===== config.mk =====
export PLATFORM = sky130hd
export DESIGN_NAME = frame_stream_ctrl
export DESIGN_NICKNAME = d
export VERILOG_FILES = /design/src/rtl/frame_pkg.sv /design/src/rtl/frame_stream_ctrl.sv
export SDC_FILE = /design/constraint.sdc
export NUM_CORES = 1
export LEC_CHECK = 0
export CAP_MARGIN = 20
export CORE_MARGIN = 1.5
export CORE_UTILIZATION = 49
export DETAILED_ROUTE_END_ITERATION = 8
export GPL_ROUTABILITY_DRIVEN = 1
export PLACE_DENSITY = 0.8
export SYNTH_ARGS = -nofsm -noshare
export SYNTH_HDL_FRONTEND = slang
export SYNTH_SLANG_ARGS = --single-unit

===== constraint.sdc =====
create_clock -name clk -period 2.14 [get_ports clk]
set_input_delay 0.428 -clock clk [delete_from_list [all_inputs] [get_ports clk]]
set_output_delay 0.428 -clock clk [all_outputs]
set_load 0.005 [all_outputs]

===== src/rtl/frame_pkg.sv =====
// +----------------------------------------------------------------------+
// | frame_pkg : shared types and constants for frame_stream_ctrl         |
// | Revision  : 1.0                                                      |
// +----------------------------------------------------------------------+
`default_nettype none

package frame_pkg;

  typedef enum logic [3:0] {
    ST_IDLE    = 4'd0,
    ST_ARMED   = 4'd1,
    ST_CAPTURE = 4'd2,
    ST_HEADER  = 4'd3,
    ST_RD_ADDR = 4'd4,
    ST_RD_WAIT = 4'd5,
    ST_SEND0   = 4'd6,
    ST_SEND1   = 4'd7,
    ST_SEND2   = 4'd8,
    ST_DONE    = 4'd9
  } state_e;

  localparam int PIXEL_W   = 30;
  localparam int LANE0_LSB = 0;
  localparam int LANE1_LSB = 10;
  localparam int LANE2_LSB = 20;

  localparam logic [7:0] SYNC_BYTE_DEFAULT = 8'hA5;

endpackage

`default_nettype wire


===== src/rtl/frame_stream_ctrl.sv =====
// +----------------------------------------------------------------------+
// | frame_stream_ctrl : capture one frame to RAM, stream it out as bytes |
// | Revision          : 1.0                                              |
// +----------------------------------------------------------------------+
`default_nettype none

module frame_stream_ctrl
  import frame_pkg::*;
#(
  parameter int         HEIGHT     = 100,
  parameter int         WIDTH      = 320,
  parameter int         HEADER_EN  = 1,
  parameter logic [7:0] SYNC_BYTE  = SYNC_BYTE_DEFAULT,
  localparam int        NUM_PIXELS = HEIGHT * WIDTH,
  localparam int        ADDR_W     = $clog2(NUM_PIXELS)
) (
  input  logic               clk,
  input  logic               rst_n,
  input  logic               capture_req,
  input  logic               abort,
  input  logic               start_frame,
  input  logic               pixel_valid,
  output logic               buf_wr_en,
  output logic [ADDR_W-1:0]  buf_wr_addr,
  output logic [ADDR_W-1:0]  buf_rd_addr,
  input  logic [PIXEL_W-1:0] buf_rd_data,
  output logic [7:0]         tx_data,
  output logic               tx_valid,
  input  logic               tx_ready,
  output logic               busy,
  output logic               frame_done
);

  localparam logic [ADDR_W-1:0] LAST_ADDR = ADDR_W'(NUM_PIXELS - 1);

  state_e               state_q, state_d;
  logic [ADDR_W-1:0]    wr_cnt_q, wr_cnt_d;
  logic [ADDR_W-1:0]    rd_cnt_q, rd_cnt_d;
  logic [PIXEL_W-1:0]   pixel_q, pixel_d;

  always_ff @(posedge clk or negedge rst_n) begin
    if (!rst_n) begin
      state_q  <= ST_IDLE;
      wr_cnt_q <= '0;
      rd_cnt_q <= '0;
      pixel_q  <= '0;
    end else begin
      state_q  <= state_d;
      wr_cnt_q <= wr_cnt_d;
      rd_cnt_q <= rd_cnt_d;
      pixel_q  <= pixel_d;
    end
  end

  always_comb begin
    state_d    = state_q;
    wr_cnt_d   = wr_cnt_q;
    rd_cnt_d   = rd_cnt_q;
    pixel_d    = pixel_q;
    buf_wr_en  = 1'b0;
    tx_valid   = 1'b0;
    tx_data    = 8'h00;
    frame_done = 1'b0;

    case (state_q)
      ST_IDLE: begin
        if (capture_req) state_d = ST_ARMED;
      end
      ST_ARMED: begin
        if (start_frame) begin
          state_d  = ST_CAPTURE;
          wr_cnt_d = '0;
        end
      end
      ST_CAPTURE: begin
        buf_wr_en = pixel_valid;
        if (pixel_valid) begin
          if (wr_cnt_q == LAST_ADDR) begin
            state_d  = (HEADER_EN != 0) ? ST_HEADER : ST_RD_ADDR;
            rd_cnt_d = '0;
          end else begin
            wr_cnt_d = wr_cnt_q + 1'b1;
          end
        end
      end
      ST_HEADER: begin
        tx_valid = 1'b1;
        tx_data  = SYNC_BYTE;
        if (tx_ready) begin
          state_d  = ST_RD_ADDR;
          rd_cnt_d = '0;
        end
      end
      ST_RD_ADDR: state_d = ST_RD_WAIT;
      // RAM data for the address presented in RD_ADDR is valid here.
      ST_RD_WAIT: begin
        pixel_d = buf_rd_data;
        state_d = ST_SEND0;
      end
      ST_SEND0: begin
        tx_valid = 1'b1;
        tx_data  = pixel_q[LANE0_LSB +: 8];
        if (tx_ready) state_d = ST_SEND1;
      end
      ST_SEND1: begin
        tx_valid = 1'b1;
        tx_data  = pixel_q[LANE1_LSB +: 8];
        if (tx_ready) state_d = ST_SEND2;
      end
      ST_SEND2: begin
        tx_valid = 1'b1;
        tx_data  = pixel_q[LANE2_LSB +: 8];
        if (tx_ready) begin
          if (rd_cnt_q == LAST_ADDR) begin
            state_d = ST_DONE;
          end else begin
            rd_cnt_d = rd_cnt_q + 1'b1;
            state_d  = ST_RD_ADDR;
          end
        end
      end
      ST_DONE: begin
        frame_done = 1'b1;
        state_d    = ST_IDLE;
      end
      default: state_d = ST_IDLE;
    endcase

    if (abort) state_d = ST_IDLE;
  end

  assign busy        = (state_q != ST_IDLE);
  assign buf_wr_addr = wr_cnt_q;
  assign buf_rd_addr = rd_cnt_q;

  // Two spare bits per 10-bit lane are never transmitted.
  logic unused_pixel_bits;
  assign unused_pixel_bits = ^{pixel_q[29:28], pixel_q[19:18], pixel_q[9:8]};

endmodule

`default_nettype wire


==> flow_summary.json <==
{
  "status": "completed",
  "cp-start-kind": "register",
  "required_ns": 1.71,
  "synth_area_sq_um": 3160,
  "grt_overflow_total": 0,
  "ys_types": 51,
  "pwr-share-seq": 0.387,
  "rows": 29,
  "clk_latency_ns": 0.34,
  "track_usage": 0.233,
  "swShare": 0.286,
  "port_buffers": 72,
  "synth_edf_count": 0,
  "syn_to_final_growth_pct": 39.4,
  "powerDensity_nw_per_um2": 903,
  "internal_power_mw": 2.84,
  "root_buffer": "clkbuf_8",
  "ys.flop_type": "dfrtp_1",
  "peakVddDrop_uv": 714,
  "detail_route.vias_per_cell": 5.75,
  "synth_seq_cells": 58,
  "clk_pin_slew_ns": 0.07,
  "p_leak_nw": 1.97,
  "layout.nets": 448,
  "hold_buffers": 0,
  "grt_pass1_vias": 2727,
  "setup_viol": 0,
  "initial_core_util": 0.503,
  "clock_sinks": 58,
  "cp_max_fo": 5,
  "fp.dieW_um": 83.3,
  "drcViolationCount": 0,
  "cts-buffers-inserted": 9,
  "power.switching_mw": 1.13,
  "hold_viol_final": 0,
  "grt_antenna_before_repair": 0,
  "grt_pass1_wl_mm": 13.0,
  "cp.arrival_ns": 1.69,
  "timing.hold.ws_ns": 0.0188,
  "coreArea_sq_um": 6280,
  "dp_slack_ns": -0.0247,
  "drive_gt1_frac": 0.254,
  "period_share": 0.991,
  "ys_warn_count": 0,
  "grt_max_degree": 43,
  "p_comb_frac": 0.269,
  "synth.area.top_cells": "dfrtp_1 46%, mux2_2 8.6%, nor2_1 4.2%, o21ai_0 3.5%, o31ai_1 2.9%",
  "async_reset_ff_frac": 1.00,
  "setup_ws_ns": 0.0198,
  "syn_nets": 352,
  "finalCriticalPeriod_ns": 2.12,
  "tightest_slew_ns": 0.489,
  "dp_hpwl_mm": 5.25,
  "htree_levels": 3,
  "wl_per_cell_um": 15.9,
  "die_y_um": 83.3,
  "antenna_cells": 0,
  "io-pin-count": 79,
  "slew_viol_final": 0,
  "synth_top_area_share": 0.460,
  "vias": 2822,
  "dp_cells": 470,
  "reg2reg_slack_ns": 0.13,
  "fmax_ghz": 0.472,
  "drt_wl_total_mm": 7.83,
  "drtAntennaViolNets": 0,
  "drt_first_pass_iters": 4,
  "fin_util": 0.701,
  "gp_congestion": 0.809,
  "stdcell_count": 491,
  "cts_max_path_buffers": 2,
  "min_path_type": "in -> async",
  "maxCapViolations": 0,
  "end_kind": "output pin",
  "fillCellCount": 487,
  "cts_tree": "done",
  "avgSynthCellArea_sq_um": 10.1,
  "clock_power_share": 0.344,
  "yosysMostFrequentCell": "dfrtp_1",
  "ys_top_cells_by_count": "58 x dfrtp_1, 35 x nor2_1, 24 x mux2_2",
  "rsz0062_at_grt": "true",
  "yosysTopAreaCell": "dfrtp_1",
  "syn-instance-count": 313,
  "max_slew_margin": 0.672,
  "drtIter0Drc": 252,
  "synth-seq-area-share": 0.460,
  "dieArea_sq_um": 6930,
  "skew_ns": 0.00909,
  "power.total_mw": 3.97,
  "setup.worst_path.class": "reg -> out"
}
stage by stage:
| step | cell area, sq um | setup TNS [ns] |
|---|---|---|
| 6_report | 4400 | 0 |
| 5_1_grt | 4400 | -0.0995 |
| 4_1_cts | 4380 | 0 |
| 3_5_place_dp | 4080 | -0.0251 |
| 3_3_place_gp | 4080 | -0.00955 |
| 2_1_floorplan | 3160 | 0 |
power by group through the flow:
| stage | Clock (mW) | Combinational, mW | Sequential (mW) |
|---|---|---|---|
| after floorplan | 0 | 0.706 | 1.48 |
| after global placement | 0 | 1.02 | 1.53 |
| after detailed placement | 0 | 1.05 | 1.54 |
| after CTS | 1.38 | 1.05 | 1.53 |
| after global routing | 1.44 | 1.17 | 1.57 |
| final | 1.37 | 1.07 | 1.54 |
layout make-up:
type / instances / area (sq um) / share of cell area
multi-input cells: 230 / 1630 / 0.371
flip-flops and latches: 58 / 1460 / 0.331
repair buffers: 101 / 917 / 0.208
clock buffers: 11 / 141 / 0.0321
clock inverters: 5 / 125 / 0.0284
well taps: 77 / 96.3 / 0.0219
inverters: 9 / 33.8 / 0.00768
path summary, 6_finish.rpt:
path	startpoint	endpoint	cells past startpoint
hold reg to reg	buf_rd_addr[13]$_DFFE_PN0P_	buf_rd_addr[13]$_DFFE_PN0P_	1
min in group clk	buf_rd_addr[13]$_DFFE_PN0P_	buf_rd_addr[13]$_DFFE_PN0P_	1
hold / removal	rst_n	buf_wr_addr[13]$_DFFE_PN0P_	1
setup / recovery	state_q[2]$_DFFE_PN0P_	tx_data[1]	5
max in group asynchronous	rst_n	state_q[2]$_DFFE_PN0P_	2
setup reg to reg	state_q[1]$_DFFE_PN0P_	buf_rd_addr[14]$_DFFE_PN0P_	8
cells by family after synthesis:
logic type,after synthesis,synth area share
AO/OA/AOI/OAI,67,0.143
buffers and inverters,25,0.0408
AND/OR/NAND/NOR,121,0.218
XOR/XNOR,15,0.0416
adder cells (fa/ha/maj),2,0.00793
multiplexers,25,0.0888
flip-flops,58,0.460
critical path, cell delays in order, from the launching register on:
cell and delay [ns]:
dfrtp_2 0.44, nor2b_1 0.16, and3_4 0.21, a222oi_1 0.32, inv_1 0.09, buf_2 0.13
what timing repair did:
item | 4_1_cts | 5_1_grt
setup endpoints to repair | 12 | 22
buffers inserted | 6 | 1
pin swaps | 6 | 6
gates resized for setup | 46 | 7
per-layer routing:
metal	share of wire	vias to the layer above	track usage
met5	0	-	0
met4	0.018	0	0.0970
met3	0.048	15	0.0437
met2	0.50	98	0.375
met1	0.44	1369	0.311
li1	-	1340	-
sequential cells by signal, indices dropped and copies added, names as in the netlist:
| register | count |
|---|---|
| pixel_q | 24 |
| state_q | 4 |
| buf_wr_addr | 15 |
| buf_rd_addr | 15 |
cell usage in the layout, fill, tap and decap left out, drive strengths merged, types with 5 or more instances in the layout:
master | synthesis | routed
a21oi | 9 | 9
a31oi | 5 | 5
and2 | 6 | 6
and3 | 10 | 10
buf | 11 | 38
clkbuf | 5 | 11
clkdlybuf4s50 | 0 | 59
dfrtp | 58 | 58
inv | 9 | 9
mux2 | 24 | 24
nand2 | 21 | 21
nand3 | 15 | 15
nand4 | 11 | 11
nor2 | 35 | 35
o21ai | 22 | 22
o31ai | 12 | 12
xnor2 | 6 | 6
xor2 | 9 | 9
(Power assumes the default switching activity.)
